==> src/rtl/l2_axi_responder_pkg.sv <==
// l2_axi_responder_pkg: widths, AXI burst/response codes, FSM state type and burst check shared by the responder
package l2_axi_responder_pkg;
  localparam int ADDR_W = 32;
  localparam int DATA_W = 64;
  localparam int ID_W = 4;
  localparam int MEM_AW = 16;
  localparam int STRB_W = DATA_W / 8;
  localparam int OFF_W = $clog2(STRB_W);
  localparam logic [1:0] BURST_FIXED = 2'b00;
  localparam logic [1:0] BURST_INCR = 2'b01;
  localparam logic [1:0] BURST_WRAP = 2'b10;
  localparam logic [1:0] RESP_OKAY = 2'b00;
  localparam logic [1:0] RESP_SLVERR = 2'b10;
  typedef enum logic [1:0] {IDLE, WRITE, WRESP, READ} state_e;
  function automatic logic burst_ok(input logic [1:0] b);
    return b == BURST_INCR || b == BURST_FIXED;
  endfunction
endpackage

==> src/rtl/l2_axi_responder_fifo.sv <==
// l2_axi_responder_fifo: 2-entry read-return FIFO; ports clk_i/rst_ni, push/wdata in, pop in, rdata/empty/fill out
module l2_axi_responder_fifo #(
  parameter int W = 8
) (
  input  logic         clk_i,
  input  logic         rst_ni,
  input  logic         push,
  input  logic         pop,
  input  logic [W-1:0] wdata,
  output logic [W-1:0] rdata,
  output logic         empty,
  output logic [1:0]   fill
);
  logic [W-1:0] mem [2];
  logic wp, rp;
  always_ff @(posedge clk_i or negedge rst_ni) begin
    if (!rst_ni) begin
      mem <= '{default: '0};
      wp <= 1'b0;
      rp <= 1'b0;
      fill <= 2'd0;
    end else begin
      if (push) begin
        mem[wp] <= wdata;
        wp <= ~wp;
      end
      if (pop) rp <= ~rp;
      fill <= fill + {1'b0, push} - {1'b0, pop};
    end
  end
  assign rdata = mem[rp];
  assign empty = fill == 2'd0;
endmodule

==> src/rtl/l2_axi_responder.sv <==
// l2_axi_responder: AXI4 burst slave onto a 1-cycle SRAM; ports clk_i/rst_ni, AW/W/B/AR/R channels, mem_* SRAM port
module l2_axi_responder
  import l2_axi_responder_pkg::*;
(
  input  logic              clk_i,
  input  logic              rst_ni,
  input  logic              aw_valid_i,
  output logic              aw_ready_o,
  input  logic [ID_W-1:0]   aw_id_i,
  input  logic [ADDR_W-1:0] aw_addr_i,
  input  logic [7:0]        aw_len_i,
  input  logic [2:0]        aw_size_i,
  input  logic [1:0]        aw_burst_i,
  input  logic              w_valid_i,
  output logic              w_ready_o,
  input  logic [DATA_W-1:0] w_data_i,
  input  logic [STRB_W-1:0] w_strb_i,
  input  logic              w_last_i,
  output logic              b_valid_o,
  input  logic              b_ready_i,
  output logic [ID_W-1:0]   b_id_o,
  output logic [1:0]        b_resp_o,
  output logic              b_user_o,
  input  logic              ar_valid_i,
  output logic              ar_ready_o,
  input  logic [ID_W-1:0]   ar_id_i,
  input  logic [ADDR_W-1:0] ar_addr_i,
  input  logic [7:0]        ar_len_i,
  input  logic [2:0]        ar_size_i,
  input  logic [1:0]        ar_burst_i,
  output logic              r_valid_o,
  input  logic              r_ready_i,
  output logic [ID_W-1:0]   r_id_o,
  output logic [DATA_W-1:0] r_data_o,
  output logic [1:0]        r_resp_o,
  output logic              r_last_o,
  output logic              r_user_o,
  output logic              mem_req_o,
  output logic              mem_we_o,
  output logic [MEM_AW-1:0] mem_addr_o,
  output logic [DATA_W-1:0] mem_wdata_o,
  output logic [STRB_W-1:0] mem_be_o,
  input  logic [DATA_W-1:0] mem_rdata_i
);
  state_e state, state_n;
  logic last_wr, pick_rd, take_aw, take_ar, w_hs, rd_issue, pop, empty, ok, at_end;
  logic pend_v, pend_last, pend_err;
  logic [ID_W-1:0] id_q, pend_id;
  logic [ADDR_W-1:0] addr_q;
  logic [7:0] len_q;
  logic [2:0] size_q;
  logic [1:0] burst_q, bresp_q, fill;
  logic [8:0] cnt;
  logic [DATA_W-1:0] push_data;
  logic [ID_W+DATA_W+2:0] head;
  // pend_* is the read issued last cycle whose SRAM data arrives now; credit counts it alongside the FIFO fill
  always_comb begin
    pick_rd = ar_valid_i && (!aw_valid_i || last_wr);
    take_ar = rst_ni && state == IDLE && pick_rd;
    take_aw = rst_ni && state == IDLE && aw_valid_i && !pick_rd;
    ok = burst_ok(burst_q);
    at_end = cnt == {1'b0, len_q};
    pop = r_valid_o && r_ready_i;
    w_hs = state == WRITE && w_valid_i;
    rd_issue = state == READ && ({1'b0, fill} + {2'b0, pend_v}) < (3'd2 + {2'b0, pop});
    state_n = take_ar ? READ : take_aw ? WRITE : (w_hs && w_last_i) ? WRESP :
              ((state == WRESP && b_ready_i) || (rd_issue && at_end)) ? IDLE : state;
    aw_ready_o = take_aw;
    ar_ready_o = take_ar;
    w_ready_o = state == WRITE;
    b_valid_o = state == WRESP;
    mem_req_o = (w_hs || rd_issue) && ok;
    mem_we_o = w_hs && ok;
    mem_addr_o = addr_q[OFF_W +: MEM_AW];
    mem_wdata_o = mem_we_o ? w_data_i : '0;
    mem_be_o = mem_we_o ? w_strb_i : '0;
    push_data = pend_err ? '0 : mem_rdata_i;
  end
  always_ff @(posedge clk_i or negedge rst_ni) begin
    if (!rst_ni) begin
      state <= IDLE;
      last_wr <= 1'b1;
      id_q <= '0;
      addr_q <= '0;
      len_q <= '0;
      size_q <= '0;
      burst_q <= '0;
      bresp_q <= '0;
      cnt <= '0;
      pend_v <= 1'b0;
      pend_last <= 1'b0;
      pend_err <= 1'b0;
      pend_id <= '0;
    end else begin
      state <= state_n;
      pend_v <= rd_issue;
      pend_last <= at_end;
      pend_err <= !ok;
      pend_id <= id_q;
      if (take_aw || take_ar) begin
        last_wr <= take_aw;
        id_q <= take_aw ? aw_id_i : ar_id_i;
        addr_q <= take_aw ? aw_addr_i : ar_addr_i;
        len_q <= take_aw ? aw_len_i : ar_len_i;
        size_q <= take_aw ? aw_size_i : ar_size_i;
        burst_q <= take_aw ? aw_burst_i : ar_burst_i;
        cnt <= '0;
      end else if (w_hs || rd_issue) begin
        cnt <= cnt + 9'd1;
        if (burst_q == BURST_INCR) addr_q <= addr_q + (ADDR_W'(1) << size_q);
      end
      if (w_hs && w_last_i) bresp_q <= (ok && at_end) ? RESP_OKAY : RESP_SLVERR;
    end
  end
  l2_axi_responder_fifo #(.W(ID_W + DATA_W + 3)) u_fifo (
    .clk_i(clk_i),
    .rst_ni(rst_ni),
    .push(pend_v),
    .pop(pop),
    .wdata({pend_id, push_data, pend_err ? RESP_SLVERR : RESP_OKAY, pend_last}),
    .rdata(head),
    .empty(empty),
    .fill(fill)
  );
  assign {r_id_o, r_data_o, r_resp_o, r_last_o} = head;
  assign r_valid_o = !empty;
  assign b_id_o = id_q;
  assign b_resp_o = bresp_q;
  assign b_user_o = 1'b0;
  assign r_user_o = 1'b0;
endmodule

==> config.mk <==
export PLATFORM = sky130hd
export DESIGN_NAME = l2_axi_responder
export DESIGN_NICKNAME = d
export VERILOG_FILES = /design/src/rtl/l2_axi_responder_pkg.sv /design/src/rtl/l2_axi_responder_fifo.sv /design/src/rtl/l2_axi_responder.sv
export SDC_FILE = /design/constraint.sdc
export NUM_CORES = 1
export LEC_CHECK = 0
export BUFFER_PORTS_ARGS = -buffer_cell sky130_fd_sc_hd__buf_2
export CELL_PAD_IN_SITES_DETAIL_PLACEMENT = 0
export CELL_PAD_IN_SITES_GLOBAL_PLACEMENT = 1
export CORE_ASPECT_RATIO = 1.25
export CORE_MARGIN = 3
export CORE_UTILIZATION = 35
export CTS_BUF_LIST = sky130_fd_sc_hd__clkbuf_8
export DETAILED_ROUTE_END_ITERATION = 10
export GPL_TIMING_DRIVEN = 1
export PLACE_DENSITY_LB_ADDON = 0.05
export SETUP_SLACK_MARGIN = 0.4
export SLEW_MARGIN = 20
export SYNTH_ARGS = -nofsm -noshare
export SYNTH_HDL_FRONTEND = slang
export SYNTH_HIERARCHICAL = 1
export SYNTH_SLANG_ARGS = --single-unit
==> constraint.sdc <==
create_clock -name clk_i -period 2.65 [get_ports clk_i]
set_input_delay 0.6625 -clock clk_i [delete_from_list [all_inputs] [get_ports clk_i]]
set_output_delay 0.6625 -clock clk_i [all_outputs]
set_load 0.05 [all_outputs]
After elaboration in Yosys (flattened, before gate mapping):

Cells that the tools add are included.

* bits in registers: 216
* bits of input ports: 242
* output and inout port bits: 174
* logic and storage cells: 94

* add/subtract/negate cells: 6
* magnitude comparators: 4
* equal/unequal tests: 5
* shift-type cells: 1
* multiplexer cells: 25
* bitwise gates (word level): 4
* reductions and logical operators: 31

Operator list (number)
* 71-bit two-way mux: 4
* 142-bit bitwise mux: 1
* 32-bit two-way mux: 4
* 64-bit two-way mux: 2
* 71-bit demux with 1-bit select: 1
* 32-bit adder: 1
* 1-bit by 3-bit left shift with 32-bit output, first input constant: 1
* 9-bit two-way mux: 2
* 8-bit two-way mux: 2
* 1-bit logical AND: 15
* 2-bit two-way mux: 7
* 9-bit by 1-bit adder with 9-bit output, second input constant: 1
* 9-bit by 8-bit == test with 1-bit output: 1
* 2-bit zero test: 3
* 1-bit logical OR: 5
* 2-bit by 1-bit == test with 1-bit output, second input constant: 2
* 2-bit == test, second input constant: 2
* 2-bit greater-or-equal comparator, second input constant: 2
* 1-bit zero test: 4
* 4-bit two-way mux: 1
* 1-bit inverter with 2-bit output: 2
* 2-bit nonzero test: 2
* 4-bit nonzero test: 1
* 2-bit by 1-bit adder with 3-bit output: 1
* 8 further kinds: 9

Logic depth before layout (Yosys ltp):

Gate-level depths: netlist (run 1).

* word-level depth: 12
* depth in mapped cells: 11

Cells and area by module:

Netlist (run 1), hierarchy kept.

Modules (own cells, without submodules)
* l2_axi_responder_fifo: instances 1, cells each 393, area an instance 6298.5 µm², seq. area each 3653.5 µm²
* l2_axi_responder: instances 1, cells each 518, area an instance 4326.6 µm², seq. area each 1402.6 µm²

Worst setup path after synthesis (run 1):

No wires, ideal clock.

* path kind: input port to output port
* start: input port w_valid_i
* end: output port mem_be_o[0]
* arrival: 2.326 ns
* slack: -0.339 ns
* stages on the path: 4
* cells stage by stage: inv_1 -> nor4_2 -> clkbuf_1 -> and2_1

* cells in the longest elaborated chain, start to end: 3

Ends and longest elaborated chain
* start: declaration: line l2_axi_responder.sv:14 `input logic w_valid_i,`
* 1-bit logical AND: line l2_axi_responder.sv:64 `w_hs = state == WRITE && w_valid_i;`
* 1-bit logical AND: line l2_axi_responder.sv:73 `mem_we_o = w_hs && ok;`
* net mem_we_o: line l2_axi_responder.sv:39 `output logic mem_we_o,`
* 8-bit two-way mux: line l2_axi_responder.sv:76 `mem_be_o = mem_we_o ? w_strb_i : '0;`
* end: declaration: line l2_axi_responder.sv:42 `output logic [STRB_W-1:0] mem_be_o,`

The timed path passes the listed nets, and every way through them passes these cells.

Worst setup path in the final report (run 1):

* start: register u_fifo.fill[0]
* end: output port mem_req_o

* cells in the longest elaborated chain, start to end: 8
* elaborated cells on any way between the ends: 9
* those cells by class: 2 x add/sub; 1 x order compare; 6 x reduce/logical

Ends and longest elaborated chain
* start: declaration: line l2_axi_responder_fifo.sv:12 `output logic [1:0] fill`
* start signal: assignment: line l2_axi_responder_fifo.sv:28 `fill <= fill + {1'b0, push} - {1'b0, pop};`
* 2-bit zero test: line l2_axi_responder_fifo.sv:32 `assign empty = fill == 2'd0;`
* 1-bit zero test: line l2_axi_responder.sv:126 `assign r_valid_o = !empty;`
* 1-bit logical AND: line l2_axi_responder.sv:63 `pop = r_valid_o && r_ready_i;`
* 2-bit by 1-bit adder with 3-bit output: line l2_axi_responder.sv:65 `rd_issue = state == READ && ({1'b0, fill} + {2'b0, pend_v}) < (3'd2 + {2'b0, pop});`
* 3-bit < comparator (*): line l2_axi_responder.sv:65
* 1-bit logical AND (*): line l2_axi_responder.sv:65
* 1-bit logical OR (*): line l2_axi_responder.sv:72 `mem_req_o = (w_hs || rd_issue) && ok;`
* 1-bit logical AND (*): line l2_axi_responder.sv:72
* end: declaration: line l2_axi_responder.sv:38 `output logic mem_req_o,`

Every way passes the cells marked *; elsewhere a longest branch is shown, timed or not.

==> results of run 1 <==
sequential cells by signal, indices dropped and copies added (netlist names):
name / flops
addr_q: 19
b_id_o: 4
b_resp_o: 1
burst_q: 2
cnt: 9
last_wr: 1
len_q: 8
pend_err: 1
pend_id: 4
pend_last: 1
pend_v: 1
size_q: 3
state: 2
u_fifo/fill: 2
u_fifo/mem: 142
u_fifo/rp: 1
u_fifo/wp: 1
layout make-up:
type / instances / area, sq um / share of cell area, %
antenna: 4 / 10.01 / 0.05790
clock buffer: 39 / 536.8 / 3.105
clock inverter: 25 / 162.7 / 0.9409
inverter: 34 / 127.6 / 0.7382
multi-input combinational: 603 / 5777 / 33.42
sequential: 202 / 5065 / 29.30
tap: 396 / 495.5 / 2.866
timing repair buffer: 500 / 5114 / 29.58
layer usage:
metal	vias to the layer above	share of wire [%]
met1	4431	42
met3	51	8.3
met4	8	1.6
met2	299	48
met5	-	0.15
li1	4120	-
cell usage after synthesis, types with 5 or more instances:
cell,instances,share of area [%]
nand2_1,27,0.95
o21ai_1,5,0.24
xnor2_1,19,1.6
inv_1,34,1.2
buf_2,18,0.85
xor2_1,10,0.82
a222oi_1,17,1.6
clkbuf_1,28,0.99
mux2_2,208,22
buf_4,19,1.3
o21ai_0,12,0.57
nor3_1,7,0.33
nor3b_1,5,0.35
mux2_1,6,0.64
nand3_1,7,0.33
a221oi_1,5,0.41
dfrtp_1,201,47
and3_1,7,0.41
nand4_1,6,0.35
ha_1,13,1.5
a22oi_1,9,0.64
nor2b_1,69,4.1
nor2_1,25,0.88
buf_6,9,0.95
a21oi_1,21,0.99
and2_1,74,4.4
stage by stage:
step	std cells	instance area [sq um]	hold WS [ps]	utilization, %	worst slack, ps
floorplan	915	10910	366.9	-	268.8
global placement	1664	13350	442.7	45.10	40.57
detailed placement	1664	13350	451.5	45.10	37.06
CTS	1770	16140	224.9	54.51	-222.8
global route	1800	17280	241.1	58.37	-287.7
finish	1803	17290	241.8	58.40	-185.8
cell families after synthesis:
family	share of synthesized area (%)
AOI/OAI and AO/OA	6.441
muxes	22.96
DFF	47.59
adders and majority gates	1.719
buffers and inverters	5.405
xor gates and xnor gates	2.390
and+or+nand+nor	13.46
other	0.03529
power by group:
group | switching, uW | internal (uW)
Clock | 1300 | 1560
Combinational | 8680 | 8110
Sequential | 1020 | 4590
what timing repair did:
action | in CTS | in global routing
buffers inserted | 24 | 25
setup endpoints to repair | 166 | 171
cloned | 18 | 4
gates resized for setup | 409 | 256
pin swaps | 36 | 66
worst min path at each step:
stage | start | to | slack (ps) | depth (start not counted)
floorplan | rst_ni | addr_q[0] | 370 | 0
global placement | b_id_o[3] | pend_id[3] | 440 | 0
detailed placement | b_id_o[3] | pend_id[3] | 450 | 0
CTS | rst_ni | u_fifo/wp | 220 | 2
global route | rst_ni | u_fifo/mem[69] | 240 | 2
finish | rst_ni | b_resp_o[1] | 240 | 2
==> out/qor.txt, run 1 <==
Area growth, synth to finish: 62.71%
Slowest stage delay, CP: 410 ps
DR DRC count: 0
Crit Path Class: flip-flop to primary output
I/O Pins: 416
Die Y: 200.8 um
Hold buffer count at CTS: 0
Most common cell after layout, fill and taps aside: buf_2
Design Power: 25260 uW
First-pass GRT wire length: 56.26 mm
Worst EP required: 1990 ps
Ys flop type: dfrtp_1
Antenna Nets Post-Route: 0
Max Cap Viol: 0
Grt ovf: 0
Worst setup SP type: flip-flop
Final hold vios: 0
Flops & latches, synth: 202
Worst slew pin tran: 844.5 ps
Antenna violations before repair: 9
Pleak: 0.008324 uW
Worst-path clk slew: 60 ps
Max-slew violations: 0
Skew-Pair Late Insertion Delay: 520 ps
Synth warn: 6
Area of the core: 29600 sq um
Fillers: 2548
Met1 GRT Util: 30.04%
Worst Reg-to-Reg Cells: 12
Fmax: 0.3526 GHz
Synth cell types: 55
Failing checks: setup timing
Met2 usage: 35.05%
Worst Setup SP: u_fifo/fill[0]
Critical Path End Type: primary output
TritonRoute pass-1 iters: 5
Crit path cell chain: ha_4 > ha_4 > or3b_4 > o221ai_4 > nand2_2 > nor2_4 > buf_8
WL final: 38.36 mm
Final worst path period need: 2836 ps
GRT Overall Usage: 22.35%
Die area: 32500 sq um
Critical path depth: 7
Cell repeated most along the worst path: ha_4
Seq/Total Area, Yosys: 47.59%
Status: complete, but fails checks
Top delay family on crit path: simple AND/OR/NAND/NOR gates
WP buf/inv: 1
Async S/R FF share, synth: 100.0%
Starting Density: 35.89%
Reg2Reg Setup Slack: 130 ps
Cts bufs inserted: 38
Worst hold-check path type: primary input to asynchronous set/reset pin
1st-iter DRT viols: 378
Crit-path slowest cell: dfrtp_1
CTS tree: done
Worst R2R End: addr_q[16]
GR peak layer: met2
Clk buf depth: 3
Sink Count: 202
Synthesized area: 10630 sq um
Vias per cell: 4.941
Power Dens Cells: 1461 nW/um^2
Min setup slack post-route: -185.8 ps
Synthesized netlist cell count: 911
PortBufs: 386
Largest net degree at the start of global routing: 111
EDFF count, synth: 0
Row count: 70
RSZ-0062 raised after global routing: true
Most frequent cells in the layout: buf_2 (236), dfrtp_1 (198), mux2_2 (138), buf_8 (135), and2_4 (73)
Die width: 161.8 um
Relative slew slack: 43.70%
Routing usage on met3: 7.451%
Crit Path Max Fanout: 2
Maximum vdd drop: 0.0007475 V
Vias in the first global route: 9287
Routed wire per std cell: 21.28 um
Via count: 8909
Placer Congestion: 0.8649
Avg Synthesized Cell Area: 11.66 sq um
Layout cells sized above 1: 62.79%
Period utilisation layout: 107.0%
H-Tree Depth: 2
Root buffer cell: clkbuf_8
Setup violators final: 74
Skew final: 20.80 ps
Critical Path End: mem_req_o
Reg-to-reg startpoint: u_fifo/fill[0]
Final TNS setup: -8903 ps
Total Nets Final: 1635
CP arrival: 2170 ps
Final HPWL DP: 25.17 mm
(Power assumes the default switching activity.)
==> run 2: changes to the inputs <==
--- a/config.mk
+++ b/config.mk
@@ -9,14 +9,13 @@
 export CELL_PAD_IN_SITES_DETAIL_PLACEMENT = 0
 export CELL_PAD_IN_SITES_GLOBAL_PLACEMENT = 1
 export CORE_ASPECT_RATIO = 1.25
-export CORE_MARGIN = 3
 export CORE_UTILIZATION = 35
 export CTS_BUF_LIST = sky130_fd_sc_hd__clkbuf_8
 export DETAILED_ROUTE_END_ITERATION = 10
 export GPL_TIMING_DRIVEN = 1
 export PLACE_DENSITY_LB_ADDON = 0.05
 export SETUP_SLACK_MARGIN = 0.4
-export SLEW_MARGIN = 20
+export SLEW_MARGIN = 30
 export SYNTH_ARGS = -nofsm -noshare
 export SYNTH_HDL_FRONTEND = slang
 export SYNTH_HIERARCHICAL = 1
==> run 2 against run 1 <==
Net effect:
- first-iteration DRC count up 5.6%
- flip-flop and latch count unchanged
- global-route usage down 0.25 points
- the flow still finishes with violations (setup timing)
- combinational power about the same
- utilization up 0.14 points
- count of clock-buffer cells in the layout up 17
- maximum frequency up 0.82%
- register-to-register slack about the same
- sequential power down 0.7%
- non-clock buffer count down 11
- power up 0.27%
==> out/qor.txt, run 2 (synthesis results as in run 1) <==
Placed cell area: 13290 sq um
Vias per cell: 4.907
Pleak: 0.008296 uW
Worst slew pin tran: 795.4 ps
Fin area: 17280 sq um
Worst Reg-to-Reg Cells: 11
Placer Congestion: 0.7940
Final HPWL DP: 22.37 mm
Antenna Nets Post-Route: 0
Die Y: 196.8 um
Reg-to-reg startpoint: size_q[0]
Skew final: 17.86 ps
Met3 Wirelength: 2.593 mm
P_int: 14480 uW
Final worst path period need: 2813 ps
Worst R2R End: addr_q[16]
Area of the core: 29520 sq um
Most common cell after layout, fill and taps aside: buf_2
Sink Count: 202
Max reg flops: 142
Row count: 70
Area growth, synth to finish: 62.61%
Met2 Wirelength: 17.17 mm
PortBufs: 386
Largest net degree at the start of global routing: 75
Reg2Reg Setup Slack: 120 ps
Fmax: 0.3555 GHz
Part of the power in registers: 22.0%
Antenna violations before repair: 5
Logic pwr share: 65.6%
Worst-path clk slew: 60 ps
Failing checks: setup timing
Root buffer cell: clkbuf_8
Worst EP required: 1990 ps
Total Nets Final: 1623
Die area: 31060 sq um
Worst hold-check path type: primary input to asynchronous set/reset pin
I/O Pins: 416
Clock share of power: 12.4%
1st-iter DRT viols: 399
Net Sw Frac: 42.82%
Final hold vios: 0
TritonRoute pass-1 iters: 5
Max-slew violations: 0
RSZ-0062 raised after global routing: true
Skew-Pair Late Insertion Delay: 520 ps
Clk buf depth: 3
Largest Register: u_fifo/mem
Cts bufs inserted: 37
Hold buffer count at CTS: 0
Top flop regs: u_fifo/mem: 142 flops, addr_q: 19 flops, cnt: 9 flops
Status: complete, but fails checks
CP arrival: 2150 ps
Switching pwr: 10840 uW
Routed wire per std cell: 19.89 um
Crit Path Max Fanout: 2
Most frequent cells in the layout: buf_2 (236), dfrtp_1 (195), buf_8 (146), mux2_2 (137), and2_4 (74)
CTS tree: done
DR DRC count: 0
Final TNS setup: -2769 ps
Min setup slack post-route: -162.7 ps
GRT Overall Usage: 22.10%
Critical Path End Type: primary output
Relative slew slack: 46.97%
Max Cap Viol: 0
Layout cells sized above 1: 64.18%
Ant. Diodes: 0
Crit Path Class: flip-flop to primary output
Power Dens Cells: 1466 nW/um^2
Maximum vdd drop: 0.0007537 V
Starting Density: 36.00%
Vias in the first global route: 9235
H-Tree Depth: 2
Period utilisation layout: 106.1%
Top layer in use: met5
Die width: 157.8 um
WL final: 35.64 mm
Worst setup SP type: flip-flop
First-pass GRT wire length: 52.28 mm
Via count: 8793
Grt ovf: 0
Setup violators final: 60
Fillers: 2512
DRT met1 WL: 14.96 mm
-- run 2: cell type report --
| type | instances | area, sq um | area share (%) |
|---|---|---|---|
| Timing Repair Buffer | 489 | 4932 | 28.55 |
| Multi-Input combinational cell | 603 | 5833 | 33.76 |
| Tap cell | 396 | 495.5 | 2.868 |
| Clock buffer | 56 | 770.7 | 4.461 |
| Inverter | 34 | 127.6 | 0.7386 |
| Clock inverter | 12 | 50.05 | 0.2897 |
| Sequential cell | 202 | 5069 | 29.34 |
-- run 2: routing by layer --
layer | track usage (%) | up-vias
met1 | 28.91 | 4332
met3 | 5.783 | 79
met2 | 35.83 | 281
li1 | - | 4091
met4 | 5.933 | 10
met5 | 0 | -
-- run 2: how the worst max path moves through the flow --
stage | from | endpoint | slack (ps) | depth (start not counted)
2_1_floorplan | pend_v | mem_req_o | 270 | 6
3_3_place_gp | r_ready_i | mem_req_o | 50 | 6
3_5_place_dp | size_q[0] | addr_q[12] | 60 | 11
4_1_cts | u_fifo/fill[0] | mem_req_o | -220 | 7
5_1_grt | u_fifo/fill[0] | mem_req_o | -260 | 7
6_report | u_fifo/fill[0] | mem_req_o | -160 | 7
-- run 2: timing repair --
item | 4_1_cts | 5_1_grt
pin swaps | 38 | 50
setup endpoints to repair | 163 | 174
resized for setup | 462 | 200
cloned | 11 | 8
buffers inserted | 33 | 13
-- run 2: through the flow --
step                util, %  hold slack, ps  setup slack, ps  instances  total power (uW)
detailed placement    45.01           470.7            56.63       1659             17210
global placement      45.00           465.7            51.38       1659             17100
global route          58.54           331.6           -260.1       1792             26630
floorplan                 -           366.9            268.8        915             14500
finish                58.54           296.1           -162.7       1792             25320
CTS                   55.25           296.6           -215.3       1771             23860
-- run 2: critical path: stages, from the launching register on --
cell,delay [ps]
dfrtp_1,410
ha_4,180
ha_4,210
or3b_4,380
o221ai_4,90
nand2_2,110
nor2_4,120
buf_8,160
-- run 2: power by group through the flow --
stage | Combinational [uW] | Clock (uW) | Sequential (uW)
2_1_floorplan | 9170 | 0 | 5330
3_3_place_gp | 11500 | 0 | 5590
3_5_place_dp | 11600 | 0 | 5640
4_1_cts | 15100 | 3280 | 5520
5_1_grt | 17400 | 3420 | 5770
6_report | 16600 | 3150 | 5560
